[src/rtl/pc_ret_stack_unit_pkg.sv]
// Shared definitions for the program-counter stage: next-PC select codes and
// default widths.
package pc_ret_stack_unit_pkg;
  localparam int ADDR_W_DEF = 12;
  localparam int OFFS_W_DEF = 8;
  localparam int DEPTH_DEF  = 8;

  localparam logic [1:0] SEL_NEXT   = 2'b00;
  localparam logic [1:0] SEL_BRANCH = 2'b01;
  localparam logic [1:0] SEL_JUMP   = 2'b10;
  localparam logic [1:0] SEL_RSVD   = 2'b11;
endpackage

[src/rtl/pc_ret_stack_unit_ret_stack.sv]
// Return-address LIFO: storage, entry count and full/empty status.
// The caller never asserts push and pop together and never pops when empty.
module ret_stack #(
  parameter int W     = 12,
  parameter int DEPTH = 8,
  localparam int CW   = $clog2(DEPTH + 1),
  localparam int IW   = (DEPTH > 1) ? $clog2(DEPTH) : 1
) (
  input  logic          clock,
  input  logic          init_signal,
  input  logic          push,
  input  logic          pop,
  input  logic [W-1:0]  din,
  output logic [W-1:0]  top,
  output logic [CW-1:0] count,
  output logic          full,
  output logic          empty
);
  logic [W-1:0]  mem [DEPTH];
  logic [CW-1:0] topIdx;

  assign topIdx = count - 1'b1;
  assign top    = mem[topIdx[IW-1:0]];
  assign full   = (count == CW'(DEPTH));
  assign empty  = (count == '0);

  always_ff @(posedge clock or negedge init_signal) begin
    if (!init_signal) begin
      count <= '0;
    end else if (push && !full) begin
      count <= count + 1'b1;
    end else if (pop && !empty) begin
      count <= count - 1'b1;
    end
  end

  // Storage is intentionally left out of reset.
  always_ff @(posedge clock) begin
    if (push && !full) begin
      mem[count[IW-1:0]] <= din;
    end
  end
endmodule

[src/rtl/pc_ret_stack_unit.sv]
// PC register, next-address selection and sticky stack error flags; the
// return addresses live in the ret_stack LIFO.
module pc_ret_stack_unit
  import pc_ret_stack_unit_pkg::*;
#(
  parameter int ADDR_W = ADDR_W_DEF,
  parameter int OFFS_W = OFFS_W_DEF,
  parameter int DEPTH  = DEPTH_DEF,
  localparam int CW    = $clog2(DEPTH + 1)
) (
  input  logic              clock,
  input  logic              init_signal,
  input  logic              enablePC,
  input  logic [1:0]        selectAdress,
  input  logic              push,
  input  logic              pop,
  input  logic              RET,
  input  logic [ADDR_W-1:0] Adress,
  input  logic [OFFS_W-1:0] branch_offset,
  output logic [ADDR_W-1:0] pc,
  output logic [CW-1:0]     stack_count,
  output logic              stack_full,
  output logic              stack_empty,
  output logic              stack_overflow,
  output logic              stack_underflow
);
  logic [ADDR_W-1:0] pcPlus1, pcBranch, pcNext, stkTop;
  logic              stkPush, stkPop, setOvf, setUnf;

  assign pcPlus1  = pc + 1'b1;
  assign pcBranch = pcPlus1 + {{(ADDR_W - OFFS_W){branch_offset[OFFS_W-1]}}, branch_offset};

  // Return/pop outranks call; a dropped or empty-stack operation still advances the PC.
  always_comb begin
    pcNext  = pc;
    stkPush = 1'b0;
    stkPop  = 1'b0;
    setOvf  = 1'b0;
    setUnf  = 1'b0;
    if (enablePC) begin
      if (RET || pop) begin
        if (stack_empty) begin
          pcNext = pcPlus1;
          setUnf = 1'b1;
        end else begin
          stkPop = 1'b1;
          pcNext = RET ? stkTop : pcPlus1;
        end
      end else if (push) begin
        pcNext = Adress;
        if (stack_full) setOvf = 1'b1;
        else            stkPush = 1'b1;
      end else begin
        case (selectAdress)
          SEL_BRANCH: pcNext = pcBranch;
          SEL_JUMP:   pcNext = Adress;
          default:    pcNext = pcPlus1;
        endcase
      end
    end
  end

  always_ff @(posedge clock or negedge init_signal) begin
    if (!init_signal) begin
      pc              <= '0;
      stack_overflow  <= 1'b0;
      stack_underflow <= 1'b0;
    end else begin
      pc <= pcNext;
      if (setOvf) stack_overflow  <= 1'b1;
      if (setUnf) stack_underflow <= 1'b1;
    end
  end

  ret_stack #(
    .W     (ADDR_W),
    .DEPTH (DEPTH)
  ) u_ret_stack (
    .clock       (clock),
    .init_signal (init_signal),
    .push        (stkPush),
    .pop         (stkPop),
    .din         (pcPlus1),
    .top         (stkTop),
    .count       (stack_count),
    .full        (stack_full),
    .empty       (stack_empty)
  );
endmodule

[config.mk]
export PLATFORM = sky130hd
export DESIGN_NAME = pc_ret_stack_unit
export DESIGN_NICKNAME = d
export VERILOG_FILES = /design/src/rtl/pc_ret_stack_unit_pkg.sv /design/src/rtl/pc_ret_stack_unit_ret_stack.sv /design/src/rtl/pc_ret_stack_unit.sv
export SDC_FILE = /design/constraint.sdc
export NUM_CORES = 1
export LEC_CHECK = 0
export CAP_MARGIN = 30
export CORE_ASPECT_RATIO = 1.4
export CORE_UTILIZATION = 57
export DETAILED_ROUTE_END_ITERATION = 7
export GPL_ROUTABILITY_DRIVEN = 0
export MAX_ROUTING_LAYER = met4
export PLACE_DENSITY = 0.87
export RECOVER_POWER = 100
export REMOVE_ABC_BUFFERS = 1
export SLEW_MARGIN = 10
export SYNTH_ARGS = -nofsm -noshare
export SYNTH_HDL_FRONTEND = slang
export SYNTH_SLANG_ARGS = --single-unit
[constraint.sdc]
create_clock -name clock -period 6.15 [get_ports clock]
set_clock_uncertainty 0.1 [all_clocks]
set_input_delay 1.23 -clock clock [delete_from_list [all_inputs] [get_ports clock]]
set_output_delay 1.23 -clock clock [all_outputs]
set_load 0.05 [all_outputs]
==> results of run 1 <==
-- cell families after synthesis --
group                      after synthesis  share of synthesized area
adders and majority gates               19                    0.04329
xor gates and xnor gates                25                    0.04329
buffers and inverters                   35                    0.02429
AOI/OAI and AO/OA                       90                     0.1056
and+or+nand+nor                         93                    0.07862
DFF                                    114                     0.5883
muxes                                   36                     0.1166
-- final timing paths --
| check | end | slack, ps | cells past startpoint |
|---|---|---|---|
| setup / recovery | u_ret_stack.mem[1][2] | 1660 | 4 |
| hold / removal | stack_overflow | 350 | 1 |
| setup reg to reg | pc[9] | 2090 | 12 |
| hold reg to reg | stack_overflow | 350 | 1 |
| max in group asynchronous | u_ret_stack.count[0] | 4040 | 1 |
| min in group asynchronous | stack_overflow | 1290 | 1 |
-- report_power, final --
part	total (mW)	internal [mW]	leakage [nW]	switching [mW]
Clock	0.898	0.578	0.270	0.320
Combinational	1.82	0.664	1.11	1.16
Sequential	1.14	1.04	1.07	0.103
-- metal layers --
metal / track usage / vias to the layer above / part of all wire
met4: 0.1417 / 0 / 0.047
met5: - / - / 0
met1: 0.3852 / 1982 / 0.35
met2: 0.5213 / 320 / 0.52
met3: 0.06809 / 61 / 0.084
li1: - / 1743 / -
-- registers in the layout (all words and copies together), names as in the netlist --
| signal | flops |
|---|---|
| stack_overflow | 1 |
| u_ret_stack.mem | 96 |
| pc | 12 |
| u_ret_stack.count | 4 |
| stack_underflow | 1 |
-- cell usage after synthesis (4+ instances only) --
| library cell | instances | area [um^2] |
|---|---|---|
| mux2i_1 | 12 | 120.1 |
| nor2_1 | 18 | 67.56 |
| a211oi_1 | 5 | 37.54 |
| xnor2_1 | 13 | 113.9 |
| and3_1 | 4 | 25.02 |
| nand2_1 | 31 | 116.4 |
| dfrtp_1 | 18 | 450.4 |
| buf_2 | 5 | 25.02 |
| clkbuf_1 | 13 | 48.80 |
| inv_1 | 17 | 63.81 |
| a21oi_1 | 23 | 115.1 |
| ha_1 | 18 | 225.2 |
| edfxtp_1 | 96 | 2883 |
| nor3_1 | 10 | 50.05 |
| a21o_1 | 4 | 30.03 |
| o21ai_0 | 20 | 100.1 |
| a31oi_1 | 5 | 31.28 |
| nand3_1 | 9 | 45.04 |
| xor2_1 | 10 | 87.58 |
| mux4_2 | 24 | 540.5 |
| o211ai_1 | 5 | 37.54 |
-- critical path, cell delays in order --
cell	delay (ps)
dlygate4sd3_1	1020
nand2_1	350
or3_1	510
nor3_1	1280
-- metrics by stage --
step	worst slack, ps	util	cell area (um^2)	total power [mW]	std cells
5_1_grt	1411	0.7142	6830	4.003	622
3_3_place_gp	1907	0.6595	6307	2.892	580
3_5_place_dp	1709	0.6618	6330	2.967	582
2_1_floorplan	1300	-	5592	2.333	394
6_report	1663	0.7142	6830	3.867	622
4_1_cts	2116	0.7186	6873	3.879	614
-- final cells by class --
cell class	instances	area [um^2]
flip-flops and latches	114	3334
fillers	645	2734
clock inverters	8	61.31
multi-input cells	263	2171
well taps	132	165.2
clock buffers	24	481.7
repair buffers	64	553.0
inverters	17	63.81
==> results.md, run 1 <==
- Failing checks: capacitance limit, slew limit
- Setup crit start: enablePC
- Min-delay src: stack_overflow
- Crit path launch type: primary input
- RSZ-0062 raised after global routing: false
- Rows: 42
- Leak: 2.456 nW
- Commonest non-fill, non-tap cell in the layout: edfxtp_1
- Number of global-route vias before repair: approximately 3.9k
- Total GRT Usage: 0.3204
- Clock net sink count: 114
- Synth Register Bits: ~110
- Nets: approximately 520
- Largest net degree at the start of global routing: 32
- Crit Reg-Reg Startpoint: pc[0]
- Status: finished, violations left
- Maxcap violations: 1
- Total number of vias: 4106
- Post-synthesis cell count: 412
- I/O pin cnt: 48
- Tcrit/Tclk final: 0.7296
- Worst EP required: 6060 ps
- Post-cts sizing count: 0
- Die Wd: 86.26 um
- Initial DRC count: roughly 640
- Htree depth: 4
- Clk_lat worst skew: 420 ps
- Final min period: approximately 4500 ps
- Max FO, Critical Path: 22
- Die area: 10350 um^2
- # hold bufs at CTS: 0
- Synth Area per Inst: 13.75 um^2
- VDD IR-drop max: 0.0003430 V
- Drt first pass iters: 6
- Number of synthesized flops with an enable pin: 96
- Hold Crit Class: register to register
- Hold slack: between 300 and 400 ps
- Vias per cell: 6.601
- Layout cells sized above 1: 0.1245
- Final TNS setup: 0 ps
- Critical Path AT: 4400 ps
- Initial Util: 0.5924
- Relative slew slack: -0.06636
- Hold Violations, Final: 0
- Number of post-CTS setup repair buffers: 0
- Initial antenna violation count: 0
- Worst slew pin tran: 1587 ps
- CTS tree: built
- Clk root buf: clkbuf_16
- Synth unique cells: 56
- Total Routed Length: 15200 um
- Setup violators final: 0
- Synthesized cell area: 5665 um^2
- Most frequent cells in the layout: edfxtp_1 (96), nand2_1 (31), mux4_2 (24), clkdlybuf4s50_1 (24)
- Diode count: 0
- Post-synth ARST share: 0.1579
- Max Freq: 222.9 MHz
- Wire per inst: 24.43 um
- Core box area: between 9000 and 10000 um^2
- Crit path kind: primary input to register
- Inserted Clock Buffers: 17
- PortBufs: 47
- Placed wire-length estimate: 10200 um
- Top FF cell, synth: edfxtp_1
- Final Max Tran Viols: 13
- First-pass GRT wire length: 22560 um
- Final ANT Viol Nets: 0
- Total grt overflow: 0
- Drt drc: 0
- Area delta synth->final: 20.56%
- Sequential fraction of the synthesis area: 0.5883
- Longest Clk Path Bufs: 2
- Clk pin slew, worst setup/hold paths: roughly 50 ps
- Die height: 120.0 um
- Critical Path Sink Type: register
- PwrDens: ~570 nW/um^2
- Ys Warns: 0
Note: power is estimated with default switching activity, not from simulation.
==> run 2: changes to the inputs <==
- clock period: 6.15 -> 4.2 ns (I/O delays scaled with it)
==> results.md, run 2 (synthesis results as in run 1) <==
- Area delta synth->final: 21.95%
- Total grt overflow: 0 (unchanged)
- Non-Filler Instances: 625 (+0.48%)
- Htree depth: 4 (unchanged)
- Placed wire-length estimate: 9513 um (-6.8%)
- Hold Crit Class: register to register
- Clock net sink count: 114 (unchanged)
- Final Max Tran Viols: 0 (-13)
- Worst Setup Slack, final: 331.4 ps (-1331 ps)
- Longest Clk Path Bufs: 2 (unchanged)
- PwrDens: 808.1 nW/um^2 (+43%)
- Largest register FFs: 96 (unchanged)
- Layout cells sized above 1: 0.1542 (+0.02967)
- WL met3: 975 um (-24%)
- Place WS: 747.0 ps (-961.6 ps)
- Commonest non-fill, non-tap cell in the layout: edfxtp_1
- Die height: 120.0 um (unchanged)
- Final ANT Viol Nets: 0 (unchanged)
- PortBufs: 47 (unchanged)
- Critical Path Sink Type: register
- Largest net degree at the start of global routing: 32 (unchanged)
- Drt first pass iters: 5 (-1)
- Power Total: 5.584 mW (+44%)
- Final TNS setup: 0 ps (unchanged)
- Relative slew slack: 0.2231 (+0.2894)
- Vias per cell: 6.413 (-2.9%)
- Clk pin slew, worst setup/hold paths: 50 ps (about the same)
- Die area: 10350 um^2 (unchanged)
- Leak: 2.490 nW (+1.4%)
- Post-cts sizing count: 0 (unchanged)
- Die Wd: 86.26 um (unchanged)
- Max FO, Critical Path: 12 (-45%)
- Placed cell count: 591 (+1.5%)
- Setup violators final: 0 (unchanged)
- Worst slew pin tran: 1161 ps (-426.2 ps)
- Hold Violations, Final: 0 (unchanged)
- Initial DRC count: 429 (-33%)
- Worst EP required: 4140 ps (-1920 ps)
- Inserted Clock Buffers: 17 (unchanged)
- Drt drc: 0 (unchanged)
- Total GRT Usage: 0.3076 (-0.01280)
- CTS tree: built
- Critical Path AT: 3810 ps (-590 ps)
- Crit path kind: primary input to register
- # hold bufs at CTS: 0 (unchanged)
- Total number of vias: 4008 (-2.4%)
- Status: completed
- Maxcap violations: 0 (-1)
- Clk_lat worst skew: 410 ps (about the same)
- Crit path launch type: primary input
- Core box area: 9564 um^2 (unchanged)
- Met2 routed WL: 7456 um (-5.5%)
- Max layer used: met4
- Wire per inst: 22.46 um (-8.0%)
- Rows: 42 (unchanged)
- Total Routed Length: 14040 um (-7.6%)
- Initial antenna violation count: 0 (unchanged)
- Clk root buf: clkbuf_16
- Max Freq: about 260 MHz
- VDD IR-drop max: 0.0005173 V (+51%)
- I/O pin cnt: 48 (unchanged)
- Nets: 527 (+0.57%)
- Number of global-route vias before repair: 4015 (+3.2%)
- Number of post-CTS setup repair buffers: 0 (unchanged)
- First-pass GRT wire length: 22320 um (-1.1%)
- Tcrit/Tclk final: 0.9211
- WL met1: 5096 um (-4.0%)
- Diode count: 0 (unchanged)
- Most frequent cells in the layout: edfxtp_1 (96), nand2_1 (31), clkdlybuf4s50_1 (25), mux4_2 (24)
- Initial Util: 0.5924 (unchanged)
- Final min period: 3869 ps
- RSZ-0062 raised after global routing: false
run 2: cell count changes in the layout (fill, tap and decap cells not counted), moves of 2 or more:
cell	delta
buf_4	+9
clkbuf_1	-10
clkbuf_8	-3
clkinv_1	-3
clkinv_2	-2
clkinv_4	+5
clkinvlp_4	+6
nor2_1	+2
nor2_2	-2
run 2: critical path, cell delays in order:
cell and delay (ps):
dlygate4sd3_1 600, nor2_1 620, nand2_1 400, or3_1 550, nor4_2 220, clkbuf_1 560
run 2: cell type report:
cell class,instances,area [um^2]
Inverter,17,63.81
Timing Repair Buffer,67,610.6
Fill cell,631,2655
Sequential cell,114,3334
Tap cell,132,165.2
Multi-Input combinational cell,263,2172
Clock inverter,15,137.6
Clock buffer,17,425.4
run 2: report_power, final:
group / switching (mW) / leakage, nW / internal [mW]
clock network: 0.525 / 0.257 / 0.813
registers: 0.149 / 1.07 / 1.52
logic: 1.58 / 1.16 / 0.992
total: 2.26 / 2.49 / 3.33
run 2: layer usage:
layer,track usage,vias up
met5,-,-
met2,0.5055,257
met1,0.3717,1964
li1,-,1737
met3,0.05915,50
met4,0.1313,0
run 2: stage by stage:
| stage | utilization | area, um^2 | hold slack, ps |
|---|---|---|---|
| 2_1_floorplan | - | 5592 | 444.4 |
| 3_3_place_gp | 0.6681 | 6390 | 339.8 |
| 3_5_place_dp | 0.6681 | 6390 | 346.6 |
| 4_1_cts | 0.7270 | 6953 | 358.5 |
| 5_1_grt | 0.7224 | 6909 | 363.1 |
| 6_report | 0.7224 | 6909 | 349.0 |
run 2: path summary, 6_finish.rpt:
| check | from | cells after the start | slack, ps | to |
|---|---|---|---|---|
| max | RET | 6 | 330 | u_ret_stack.mem[0][2] |
| min | stack_overflow | 1 | 350 | stack_overflow |
| max reg2reg | pc[0] | 10 | 570 | pc[9] |
| min reg2reg | stack_overflow | 1 | 350 | stack_overflow |
| max in group asynchronous | init_signal | 2 | 2140 | u_ret_stack.count[0] |
| min in group asynchronous | init_signal | 1 | 610 | stack_underflow |
